==> src/rtl/line_sched_ctrl.sv <==
// Output-line scheduler for a vertical scaler: paces HS/VS, the interpolation weight and FIFO read jumps.
// Optional build macro SCHED_UNDERRUN_CNT_EN adds an 8-bit saturating FIFO underrun counter output.
module line_sched_ctrl #(
  parameter int SCALE_INT_WIDTH  = 2,
  parameter int SCALE_FRAC_WIDTH = 6,
  parameter int OUTPUT_RES_WIDTH = 11
) (
  input  logic                                      clk,
  input  logic                                      rst,
  input  logic                                      frameStart,
  input  logic [SCALE_INT_WIDTH+SCALE_FRAC_WIDTH-1:0] kY,
  input  logic [OUTPUT_RES_WIDTH:0]                 outYRes,
  input  logic [2:0]                                fifoNum,
  input  logic                                      lineDone,
  output logic                                      HS,
  output logic                                      VS,
  output logic [SCALE_FRAC_WIDTH-1:0]               yFrac,
  output logic                                      jmp1,
  output logic                                      jmp2,
  output logic                                      busy
`ifdef SCHED_UNDERRUN_CNT_EN
  ,
  output logic [7:0]                                underrunCnt
`endif
);

  localparam int KW = SCALE_INT_WIDTH + SCALE_FRAC_WIDTH;
  localparam int RW = OUTPUT_RES_WIDTH + 1;
  localparam int CW = SCALE_INT_WIDTH + 1;

  typedef enum logic [2:0] {
    IDLE,
    WAIT_FIFO,
    LINE_START,
    LINE_RUN,
    ADVANCE,
    ADVANCE2,
    FRAME_END
  } state_t;

  state_t                      state_q, state_d;
  logic [SCALE_FRAC_WIDTH-1:0] acc_q, acc_d;
  logic [RW-1:0]               line_cnt_q, line_cnt_d;
  logic [KW-1:0]               ky_q, ky_d;
  logic [RW-1:0]               res_q, res_d;
  logic                        vs_q, vs_d;

  logic [KW:0]                 step_sum;
  logic [CW-1:0]               carry;
  logic [RW-1:0]               line_cnt_inc;
  logic                        abort;

  assign abort        = frameStart && (state_q != IDLE);
  assign step_sum     = {{(SCALE_INT_WIDTH + 1){1'b0}}, acc_q} + {1'b0, ky_q};
  assign carry        = step_sum[KW:SCALE_FRAC_WIDTH];
  assign line_cnt_inc = line_cnt_q + RW'(1);

  assign HS    = (state_q == LINE_START);
  assign VS    = vs_q;
  assign yFrac = acc_q;
  assign busy  = (state_q != IDLE);

  // Carries above 3 are treated as 3: the jump pair covers at most three source lines.
  always_comb begin
    state_d    = state_q;
    acc_d      = acc_q;
    line_cnt_d = line_cnt_q;
    ky_d       = ky_q;
    res_d      = res_q;
    vs_d       = vs_q;
    jmp1       = 1'b0;
    jmp2       = 1'b0;

    if (abort) begin
      acc_d      = '0;
      line_cnt_d = '0;
      ky_d       = kY;
      res_d      = outYRes;
      vs_d       = 1'b1;
      state_d    = WAIT_FIFO;
    end else begin
      case (state_q)
        IDLE: begin
          if (frameStart && (outYRes != '0)) begin
            acc_d      = '0;
            line_cnt_d = '0;
            ky_d       = kY;
            res_d      = outYRes;
            vs_d       = 1'b1;
            state_d    = WAIT_FIFO;
          end
        end
        WAIT_FIFO: begin
          if (fifoNum >= 3'd2) state_d = LINE_START;
        end
        LINE_START: begin
          state_d = LINE_RUN;
        end
        LINE_RUN: begin
          if (lineDone) begin
            line_cnt_d = line_cnt_inc;
            if (line_cnt_inc == res_q) begin
              vs_d    = 1'b0;
              state_d = FRAME_END;
            end else begin
              state_d = ADVANCE;
            end
          end
        end
        ADVANCE: begin
          acc_d   = step_sum[SCALE_FRAC_WIDTH-1:0];
          jmp1    = (carry == CW'(1));
          jmp2    = (carry >= CW'(2));
          state_d = (carry >= CW'(3)) ? ADVANCE2 : WAIT_FIFO;
        end
        ADVANCE2: begin
          jmp1    = 1'b1;
          state_d = WAIT_FIFO;
        end
        FRAME_END: begin
          state_d = IDLE;
        end
        default: begin
          state_d = IDLE;
        end
      endcase
    end
  end

  always_ff @(posedge clk or negedge rst) begin
    if (!rst) begin
      state_q    <= IDLE;
      acc_q      <= '0;
      line_cnt_q <= '0;
      ky_q       <= '0;
      res_q      <= '0;
      vs_q       <= 1'b0;
    end else begin
      state_q    <= state_d;
      acc_q      <= acc_d;
      line_cnt_q <= line_cnt_d;
      ky_q       <= ky_d;
      res_q      <= res_d;
      vs_q       <= vs_d;
    end
  end

`ifdef SCHED_UNDERRUN_CNT_EN
  logic       first_wait_q, first_wait_d;
  logic [7:0] underrun_q, underrun_d;

  // Only re-entries into WAIT_FIFO between lines count; the first line of a frame never does.
  always_comb begin
    first_wait_d = !abort && (state_d == WAIT_FIFO) &&
                   ((state_q == ADVANCE) || (state_q == ADVANCE2));
    underrun_d   = underrun_q;
    if ((state_q == WAIT_FIFO) && first_wait_q && (fifoNum < 3'd2) && (underrun_q != 8'hFF))
      underrun_d = underrun_q + 8'd1;
  end

  always_ff @(posedge clk or negedge rst) begin
    if (!rst) begin
      first_wait_q <= 1'b0;
      underrun_q   <= '0;
    end else begin
      first_wait_q <= first_wait_d;
      underrun_q   <= underrun_d;
    end
  end

  assign underrunCnt = underrun_q;
`endif

endmodule
==> config.mk <==
export PLATFORM = sky130hd
export DESIGN_NAME = line_sched_ctrl
export DESIGN_NICKNAME = d
export VERILOG_FILES = /design/src/rtl/line_sched_ctrl.sv
export SDC_FILE = /design/constraint.sdc
export NUM_CORES = 1
export LEC_CHECK = 0
export BUFFER_PORTS_ARGS = -buffer_cell sky130_fd_sc_hd__clkbuf_2
export CAP_MARGIN = 30
export CORE_MARGIN = 5
export CORE_UTILIZATION = 57
export CTS_CLUSTER_SIZE = 8
export DETAILED_ROUTE_END_ITERATION = 12
export MAX_ROUTING_LAYER = met4
export PLACE_DENSITY = 0.78
export SLEW_MARGIN = 20
export SYNTH_ARGS = -nofsm -noshare
export SYNTH_HDL_FRONTEND = slang
export SYNTH_SLANG_ARGS = --single-unit
export TNS_END_PERCENT = 20
==> constraint.sdc <==
create_clock -name clk -period 2.5 [get_ports clk]
set_input_delay 0.125 -clock clk [delete_from_list [all_inputs] [get_ports clk]]
set_output_delay 0.125 -clock clk [all_outputs]
set_load 0.02 [all_outputs]
==> metrics, run 1 <==
Root Buffer=clkbuf_8; HP Start=kY[1]; GPL Wtd Cong=0.877; Placed Instances=338; initial drt markers=219; Crit path top cell by count=a21o_1; ant diodes=0; Mapped Cells=254; final worst-path cycle share=106%; Final Max Slew Viols=0; IO Port Bufs=36; Die Y=77.1 um; Num CTS Buffers=5; Remaining DRCs=0; CP max-delay cell=dfrtp_1; Cell Count, Final, Fillers Out=354; failing checks=negative setup slack; Syn Std Cell Area=2560 um^2; RSZ-0062 raised after global routing=true; status=finished with violations; top-area cell type share of the netlist area=41.0%; FF-to-FF Start=line_cnt_q[1]; PnR worst setup slack=-0.146 ns; most common cell after layout, fill and taps aside=dfrtp_1; Area after DPL=2840 um^2; count of final setup violators=2; minimum clock period=2.65 ns; layout cells sized above 1=29.8%; wire length per cell=16.9 um; largest net degree at the start of global routing=25; Power Density=735 nW/um^2; first-pass GRT wire length=10300 um; Unique masters post-synth=54; worst slack, placed=0.0412 ns; HPWL after detailed placement=4300 um; Hold EP=ky_q[1]; Critical Path RT=2.38 ns; Top Ports=38; crit-path max FO=2; Reg2Reg Setup Slack=0.28 ns; CTS tree=built; WHS=0.0562 ns; row count=24; kind of critical path=flop to output pin; Initial Util=58.9%; Max VDD drop=0.461 mV; Design Area, Final=3050 um^2; initial antenna violation count=0; number of vias per cell=6.07; area growth from synthesis to layout=18.7%; Post-synth ARST share=100%; setup_tns=-0.202 ns; Worst setup SP type=flop; number of flops mapped to enable cells by yosys=0; Worst Path Arrival=2.52 ns; Initial DRT Pass Iterations=4; average size of a mapped cell=10.1 um^2; vias in the first global route=2247; total track usage=21.5%; Worst-Skew Late Latency=0.29 ns; Synth area leaders=dfrtp_1, mux2_2, o21ai_0; die area=5940 um^2; die span in x=77.1 um; Sink Count=42; largest area contributor in the netlist=dfrtp_1; cell count of the worst hold path=2; vias=2150; Syn. warnings=0; H-tree depth=2; Nets=336; post-synthesis sequential area ratio=41.0%; Worst setup EP type=output pin; Top Family by Delay on Critical Path=compound AO/OA/AOI/OAI gates; Synth Flop Type=dfrtp_1; core area=4350 um^2; Slew @ Worst Pin=0.576 ns; worst min path class=input pin to flop; remaining antenna violation count=0; CP Cell Sequence=ha_2 -> fa_2 -> a21o_1 -> a21o_1 -> a21oi_2 -> nand3_1 -> mux2_4 -> o221a_4 -> buf_8; Worst R2R End=state_q[1]; Net Count, Synth=289; Hold Fails Final Rpt=0; number of synthesized register bits=42; Max-Cap Viols=0; LEAKAGE=1.38 nW; Rel. slew slack=61.5%; most frequent cells in the layout=dfrtp_1, clkbuf_2, o21ai_0; Post-Route Skew=0.00874 ns; maximum achievable frequency=378 MHz; clock slew at reported path FFs=0.07 ns; GRT overflow=0; worst-case clock buffer depth=2; worst reg-to-reg path cell count=7; fill count=318; Post-Route WL=6000 um; worst path bufs/invs=1; CP max stage delay=0.39 ns
## per-stage QoR
stage,power (mW),util [%]
floorplan,1.52,-
global placement,1.72,64.5
detailed placement,1.76,65.2
CTS,2.24,69.5
global route,2.40,69.9
finish,2.24,69.9
## cell type report
| cell class | count | area, um^2 | share of cell area (%) |
|---|---|---|---|
| Clock buffer | 7 | 86.3 | 2.83 |
| Clock inverter | 1 | 5.00 | 0.164 |
| Inverter | 5 | 18.8 | 0.616 |
| Multi-Input combinational cell | 193 | 1460 | 48.0 |
| Sequential cell | 42 | 1050 | 34.5 |
| Tap cell | 52 | 65.1 | 2.14 |
| Timing Repair Buffer | 54 | 358 | 11.8 |
## power by group
| part | total [mW] | internal [mW] | switching, mW |
|---|---|---|---|
| registers | 0.956 | 0.814 | 0.142 |
| logic | 0.834 | 0.405 | 0.429 |
| clock network | 0.449 | 0.223 | 0.226 |
## synthesized netlist by cell type, types with 2 or more instances
cell / count
a211oi_1: 2
a21o_1: 7
a21oi_1: 13
a22o_1: 7
and2_1: 4
and3_1: 4
buf_2: 3
buf_4: 4
clkbuf_1: 7
dfrtp_1: 42
ha_1: 7
inv_1: 5
mux2_1: 3
mux2_2: 18
nand2_1: 11
nand3_1: 9
nand4_1: 3
nor2_1: 11
nor2b_1: 4
nor3_1: 6
nor3b_1: 3
nor4_1: 3
o21a_1: 2
o21ai_0: 19
o21ai_1: 4
o21bai_1: 2
o31ai_1: 9
xnor2_1: 9
xor2_1: 8
## state kept, by name (all words and copies together) (netlist names)
| name | count |
|---|---|
| VS | 1 |
| ky_q | 8 |
| line_cnt_q | 12 |
| res_q | 12 |
| yFrac | 6 |
| state_q | 3 |
## kinds of logic after synthesis
| group | synth area share [%] |
|---|---|
| adders and majority gates | 4.19 |
| buffers and inverters | 3.51 |
| xor gates and xnor gates | 5.81 |
| AOI/OAI and AO/OA | 20.8 |
| DFF | 41.0 |
| and+or+nand+nor | 15.1 |
| muxes | 9.61 |
## metal layers
layer  up-vias  wire length (um)  track usage, %
met3        10               171            3.98
met2        42              3110            36.5
met4         0                99            7.04
met5         -                 0               -
met1      1063              2620            25.6
li1       1035                 -               -
## how the worst max path moves through the flow
stage / from / endpoint / slack, ns / cells after the start
3_3_place_gp: yFrac[0] / jmp2 / 0.08 / 9
2_1_floorplan: yFrac[0] / jmp2 / 0.09 / 8
5_1_grt: ky_q[1] / jmp2 / -0.24 / 9
6_report: yFrac[0] / jmp2 / -0.15 / 9
3_5_place_dp: yFrac[0] / jmp2 / 0.04 / 9
4_1_cts: ky_q[0] / jmp2 / -0.06 / 9
## what timing repair did
action	in CTS	in global routing
pin swaps	8	3
buffers inserted	5	2
setup endpoints to repair	2	2
hold buffers	1	0
gates resized for setup	12	3
hold endpoints to repair	18	0
Power figures use the tool's default switching activity.
==> inputs of run 2 (changes only) <==
Settings changed: CORE_UTILIZATION 57 to 40, PLACE_DENSITY 0.78 to 0.57.
==> run 2 against run 1 <==
The run still ends with negative setup slack left. Non-clock buffer count increased by 6. Critical path depth unchanged. Die area increased by 37%. Critical endpoint unchanged.
==> metrics, run 2 (synthesis gave the netlist of run 1 again) <==
worst slack, placed=0.0579 ns (was 0.0412 ns); Worst-Skew Late Latency=0.30 ns (was 0.29 ns); Root Buffer=clkbuf_8 (unchanged); Final Max Slew Viols=0 (unchanged); vias in the first global route=2121 (was 2247); Nets=342 (was 336); H-tree depth=2 (unchanged); RSZ-0062 raised after global routing=true (unchanged); Post-Route Skew=0.00646 ns (was 0.00874 ns); Max-Cap Viols=0 (unchanged); worst path bufs/invs=1 (unchanged); Die Y=90.1 um (was 77.1 um); worst-case clock buffer depth=2 (unchanged); Initial Util=40.9% (was 58.9%); most frequent cells in the layout=dfrtp_1, clkbuf_2, o21ai_0, buf_4, mux2_2 (was dfrtp_1, clkbuf_2, o21ai_0); PnR worst setup slack=-0.161 ns (was -0.146 ns); Sink Count=42 (unchanged); remaining antenna violation count=0 (unchanged); Slew @ Worst Pin=0.549 ns (was 0.576 ns); Top Ports=38 (unchanged); failing checks=negative setup slack (unchanged); biggest regs=line_cnt_q x12, res_q x12, ky_q x8 (unchanged); Hold Fails Final Rpt=0 (unchanged); Reg2Reg Setup Slack=0 ns (was 0.28 ns); CP max-delay cell=dfrtp_1 (unchanged); vias=2135 (was 2150); Num CTS Buffers=5 (unchanged); Cell Count, Final, Fillers Out=385 (was 354); Top Family by Delay on Critical Path=compound AO/OA/AOI/OAI gates (unchanged); HP Start=kY[1] (unchanged); area growth from synthesis to layout=22.1% (was 18.7%); initial drt markers=83 (was 219); Crit path top cell by count=a21o_1 (unchanged); total track usage=15.6% (was 21.5%); CP Cell Sequence=ha_2 -> fa_2 -> a21o_1 -> a21o_1 -> a21oi_2 -> nand3_1 -> mux2_4 -> o221a_4 -> buf_8 (unchanged); Post-Route WL=6070 um (was 6000 um); Power Density=712 nW/um^2 (was 735 nW/um^2); kind of critical path=flop to output pin (unchanged); Placed Instances=368 (was 338); row count=29 (was 24); Worst setup SP type=flop (unchanged); Critical Path RT=2.38 ns (about the same); status=finished with violations (unchanged); first-pass GRT wire length=10200 um (was 10300 um); Initial DRT Pass Iterations=4 (unchanged); minimum clock period=2.66 ns (was 2.65 ns); Worst R2R End=state_q[2] (was state_q[1]); worst reg-to-reg path cell count=14 (was 7); Rel. slew slack=63.1% (was 61.5%); FF-to-FF Start=yFrac[0] (was line_cnt_q[1]); Remaining DRCs=0 (unchanged); crit-path max FO=2 (unchanged); wire length per cell=15.8 um (was 16.9 um); GPL Wtd Cong=0.851 (was 0.877); setup_tns=-0.246 ns (was -0.202 ns); CP max stage delay=0.39 ns (about the same); cell count of the worst hold path=2 (unchanged); maximum achievable frequency=376 MHz (was 378 MHz); IO Port Bufs=36 (unchanged); HPWL after detailed placement=4400 um (was 4300 um); die span in x=90.1 um (was 77.1 um); most common cell after layout, fill and taps aside=dfrtp_1 (unchanged); Worst Path Arrival=2.54 ns (was 2.52 ns); initial antenna violation count=0 (unchanged); largest net degree at the start of global routing=43 (was 25); die area=8110 um^2 (was 5940 um^2); Hold EP=ky_q[1] (unchanged); final worst-path cycle share=106% (about the same); count of final setup violators=3 (was 2); GRT overflow=0 (unchanged); worst min path class=input pin to flop (unchanged); ant diodes=0 (unchanged); clock slew at reported path FFs=0.09 ns (was 0.07 ns); core area=6280 um^2 (was 4350 um^2); Worst setup EP type=output pin (unchanged); CTS tree=built (unchanged); Max VDD drop=0.351 mV (was 0.461 mV); number of vias per cell=5.55 (was 6.07); LEAKAGE=1.40 nW (was 1.38 nW); layout cells sized above 1=32.1% (was 29.8%)
[run 2: cell type report]
type | count | area, um^2
Clock buffer | 5 | 68.8
Timing Repair Buffer | 60 | 398
Tap cell | 77 | 96.3
Inverter | 5 | 18.8
Clock inverter | 3 | 21.3
Sequential cell | 42 | 1050
Multi-Input combinational cell | 193 | 1480
Fill cell | 593 | 3150
[run 2: metal layers]
metal / vias up / routed length [um] / GRT usage, %
li1: 1050 / - / -
met1: 1040 / 2650 / 18.8
met2: 35 / 3110 / 26.8
met3: 10 / 207 / 2.67
met4: 0 / 96 / 4.34
met5: - / 0 / -
[run 2: metrics by stage]
| step | total power [mW] | utilization, % | cell area, um^2 | hold WS (ns) |
|---|---|---|---|---|
| floorplan | 1.52 | - | 2560 | -0.171 |
| finish | 2.23 | 49.9 | 3130 | 0.0384 |
| global placement | 1.75 | 46.0 | 2890 | 0.238 |
| global route | 2.38 | 49.9 | 3130 | 0.0360 |
| CTS | 2.24 | 49.3 | 3100 | 0.0290 |
| detailed placement | 1.76 | 46.0 | 2890 | 0.236 |
[run 2: worst max-delay path by stage]
stage                     cells past startpoint  startpoint  endpoint  slack (ns)
after floorplan                               8    yFrac[0]      jmp2        0.09
after global placement                        9    yFrac[0]      jmp2        0.08
after detailed placement                      9    yFrac[0]      jmp2        0.06
after CTS                                     9     ky_q[0]      jmp2       -0.13
after global routing                          9    yFrac[0]      jmp2       -0.26
final                                         9    yFrac[0]      jmp2       -0.16
[run 2: timing repair]
item                       CTS  global route
pin swaps                    9             9
setup endpoints to repair    2             3
gates resized for setup     13             9
hold endpoints to repair    42             0
hold buffers                 1             0
cloned                       0             0
buffers inserted             8             1
[run 2: power by group]
part / switching [mW] / leakage [nW] / internal (mW)
Sequential: 0.141 / 0.530 / 0.813
Clock: 0.250 / 0.0441 / 0.196
Combinational: 0.422 / 0.829 / 0.407
Total: 0.813 / 1.40 / 1.42
==> inputs of run 3 (changes only) <==
Settings changed: RECOVER_POWER set to 100.
==> run 3 against run 2 <==
The run still ends with negative setup slack left. Setup slack worse by 0.00070 ns. Via count fell by 0.52%. Register-to-register slack is essentially flat. Fmax about the same. Sequential share of layout area is 0.30 points higher. Die area unchanged. Global-route usage unchanged. Non-clock buffer count unchanged. First-iteration DRC count up 23%. Final cell count unchanged. Clock power hardly changed. Largest cell class unchanged. Highest routed layer unchanged.
==> metrics, run 3 (synthesis gave the netlist of run 1 again) <==
status=finished with violations (unchanged); failing checks=negative setup slack (unchanged); wire length per cell=15.8 um (about the same); fill count=597 (was 593); maximum achievable frequency=376 MHz (about the same); Hold Fails Final Rpt=0 (unchanged); Hold EP=ky_q[1] (unchanged); LEAKAGE=1.37 nW (was 1.40 nW); Top Family by Delay on Critical Path=compound AO/OA/AOI/OAI gates (unchanged); Worst setup SP type=flop (unchanged); Critical Path RT=2.38 ns (about the same); GPL Wtd Cong=0.851 (unchanged); Rel. slew slack=29.3% (was 63.1%); CP max stage delay=0.39 ns (about the same); met1 global-route usage=18.8% (unchanged); Die Y=90.1 um (unchanged); HPWL after detailed placement=4400 um (unchanged); vias in the first global route=2121 (unchanged); met2 GRT Util=26.8% (unchanged); HP Start=kY[1] (unchanged); Reg power frac=43.2% (was 42.8%); met3 GRT Util=2.67% (unchanged); worst path bufs/invs=1 (unchanged); row count=29 (unchanged); post-layout util=49.5% (was 49.9%); final worst-path cycle share=106% (about the same); Overall Power=2.21 mW (was 2.23 mW); PnR worst setup slack=-0.162 ns (was -0.161 ns); crit-path max FO=2 (unchanged); Worst setup EP type=output pin (unchanged); total track usage=15.6% (unchanged); Power Density=712 nW/um^2 (about the same); clock slew at reported path FFs=0.09 ns (about the same); Root Buffer=clkbuf_8 (unchanged); remaining antenna violation count=0 (unchanged); H-tree depth=2 (unchanged); worst reg-to-reg path cell count=14 (unchanged); layout cells sized above 1=28.2% (was 32.1%); Switching Fraction=36.6% (was 36.5%); Reg2Reg Setup Slack=0 ns (about the same); Initial DRT Pass Iterations=4 (unchanged); IO Port Bufs=36 (unchanged); worst min path class=input pin to flop (unchanged); core area=6280 um^2 (unchanged); Slew @ Worst Pin=1.06 ns (was 0.549 ns); die span in x=90.1 um (unchanged); Max-Cap Viols=0 (unchanged); largest net degree at the start of global routing=43 (unchanged); Initial Util=40.9% (unchanged); Post-Route Skew=0.00631 ns (was 0.00646 ns); Int Power=1.40 mW (was 1.42 mW); Remaining DRCs=0 (unchanged); CP max-delay cell=dfrtp_1 (unchanged); most common cell after layout, fill and taps aside=dfrtp_1 (unchanged); Worst Path Arrival=2.54 ns (about the same); number of vias per cell=5.52 (was 5.55); Nets=342 (unchanged); CTS tree=built (unchanged); Crit path top cell by count=a21o_1 (unchanged); initial drt markers=102 (was 83); kind of critical path=flop to output pin (unchanged); ant diodes=0 (unchanged); Switch Pwr=0.809 mW (was 0.813 mW); Clock Power Share=20.2% (was 20.0%); Worst-Skew Late Latency=0.30 ns (about the same); most frequent cells in the layout=dfrtp_1, clkbuf_2, o21ai_0 (was dfrtp_1, clkbuf_2, o21ai_0, buf_4, mux2_2); GRT Max-Usage Layer=met2 (unchanged); RSZ-0062 raised after global routing=true (unchanged); Sink Count=42 (unchanged); CP Cell Sequence=ha_2 -> fa_2 -> a21o_1 -> a21o_1 -> a21oi_2 -> nand3_1 -> mux2_4 -> o221a_4 -> buf_8 (unchanged); Top Ports=38 (unchanged); Worst R2R End=state_q[2] (unchanged); worst-case clock buffer depth=2 (unchanged); Design Area, Final=3100 um^2 (was 3130 um^2); minimum clock period=2.66 ns (about the same); Area after DPL=2890 um^2 (unchanged); FF-to-FF Start=yFrac[0] (unchanged); area growth from synthesis to layout=21.0% (was 22.1%); GRT overflow=0 (unchanged); first-pass GRT wire length=10200 um (unchanged); Logic pwr share=36.6% (was 37.2%); cell count of the worst hold path=2 (unchanged); initial antenna violation count=0 (unchanged); count of final setup violators=3 (unchanged); biggest regs=line_cnt_q x12, res_q x12, ky_q x8 (unchanged); Final Max Slew Viols=0 (unchanged); die area=8110 um^2 (unchanged); Max VDD drop=0.334 mV (was 0.351 mV); Post-Route WL=6080 um (was 6070 um); Num CTS Buffers=5 (unchanged); vias=2124 (was 2135)
==> run 3: cell types whose count changed in the layout (fill, tap and decap cells not counted), sizes merged <==
cell and delta:
buf -3, clkbuf +3
==> run 3: power groups by stage <==
stage	registers (mW)	clock network (mW)	logic, mW
floorplan	0.916	0	0.609
global placement	0.962	0	0.787
detailed placement	0.964	0	0.795
CTS	0.951	0.467	0.820
global route	0.976	0.492	0.895
finish	0.955	0.446	0.808
==> run 3: how the worst max path moves through the flow <==
| stage | slack (ns) | end | cells past startpoint | from |
|---|---|---|---|---|
| 3_3_place_gp | 0.08 | jmp2 | 9 | yFrac[0] |
| 6_report | -0.16 | jmp2 | 9 | yFrac[0] |
| 3_5_place_dp | 0.06 | jmp2 | 9 | yFrac[0] |
| 5_1_grt | -0.26 | jmp2 | 9 | yFrac[0] |
| 4_1_cts | -0.13 | jmp2 | 9 | ky_q[0] |
| 2_1_floorplan | 0.09 | jmp2 | 8 | yFrac[0] |
==> run 3: area by class of cell <==
class	count	area (um^2)	area share, %
clock buffers	5	68.8	2.22
repair buffers	60	374	12.1
inverters	5	18.8	0.605
multi-input cells	193	1470	47.5
well taps	77	96.3	3.10
flip-flops and latches	42	1050	33.9
clock inverters	3	21.3	0.685
==> run 3: per-layer routing <==
metal | vias up | part of all wire (%)
met3 | 10 | 2.7
met5 | - | 0
met1 | 1033 | 44
met2 | 28 | 51
li1 | 1053 | -
met4 | 0 | 1.6
==> run 3: timing repair <==
| action | CTS | global route |
|---|---|---|
| resized for setup | 13 | 9 |
| setup buffers | 8 | 1 |
| gates cloned | 0 | 0 |
| hold endpoints to repair | 42 | 0 |
| pin swaps | 9 | 9 |
| setup endpoints to repair | 2 | 3 |
| hold buffers | 1 | 0 |
==> run 3: through the flow <==
step,hold WS (ns),instances,setup slack (ns),TNS (ns)
6_report,0.0379,385,-0.162,-0.247
5_1_grt,0.0360,385,-0.261,-0.675
4_1_cts,0.0290,385,-0.131,-0.274
3_5_place_dp,0.236,368,0.0579,0
3_3_place_gp,0.238,368,0.0830,0
2_1_floorplan,-0.171,254,0.0928,0
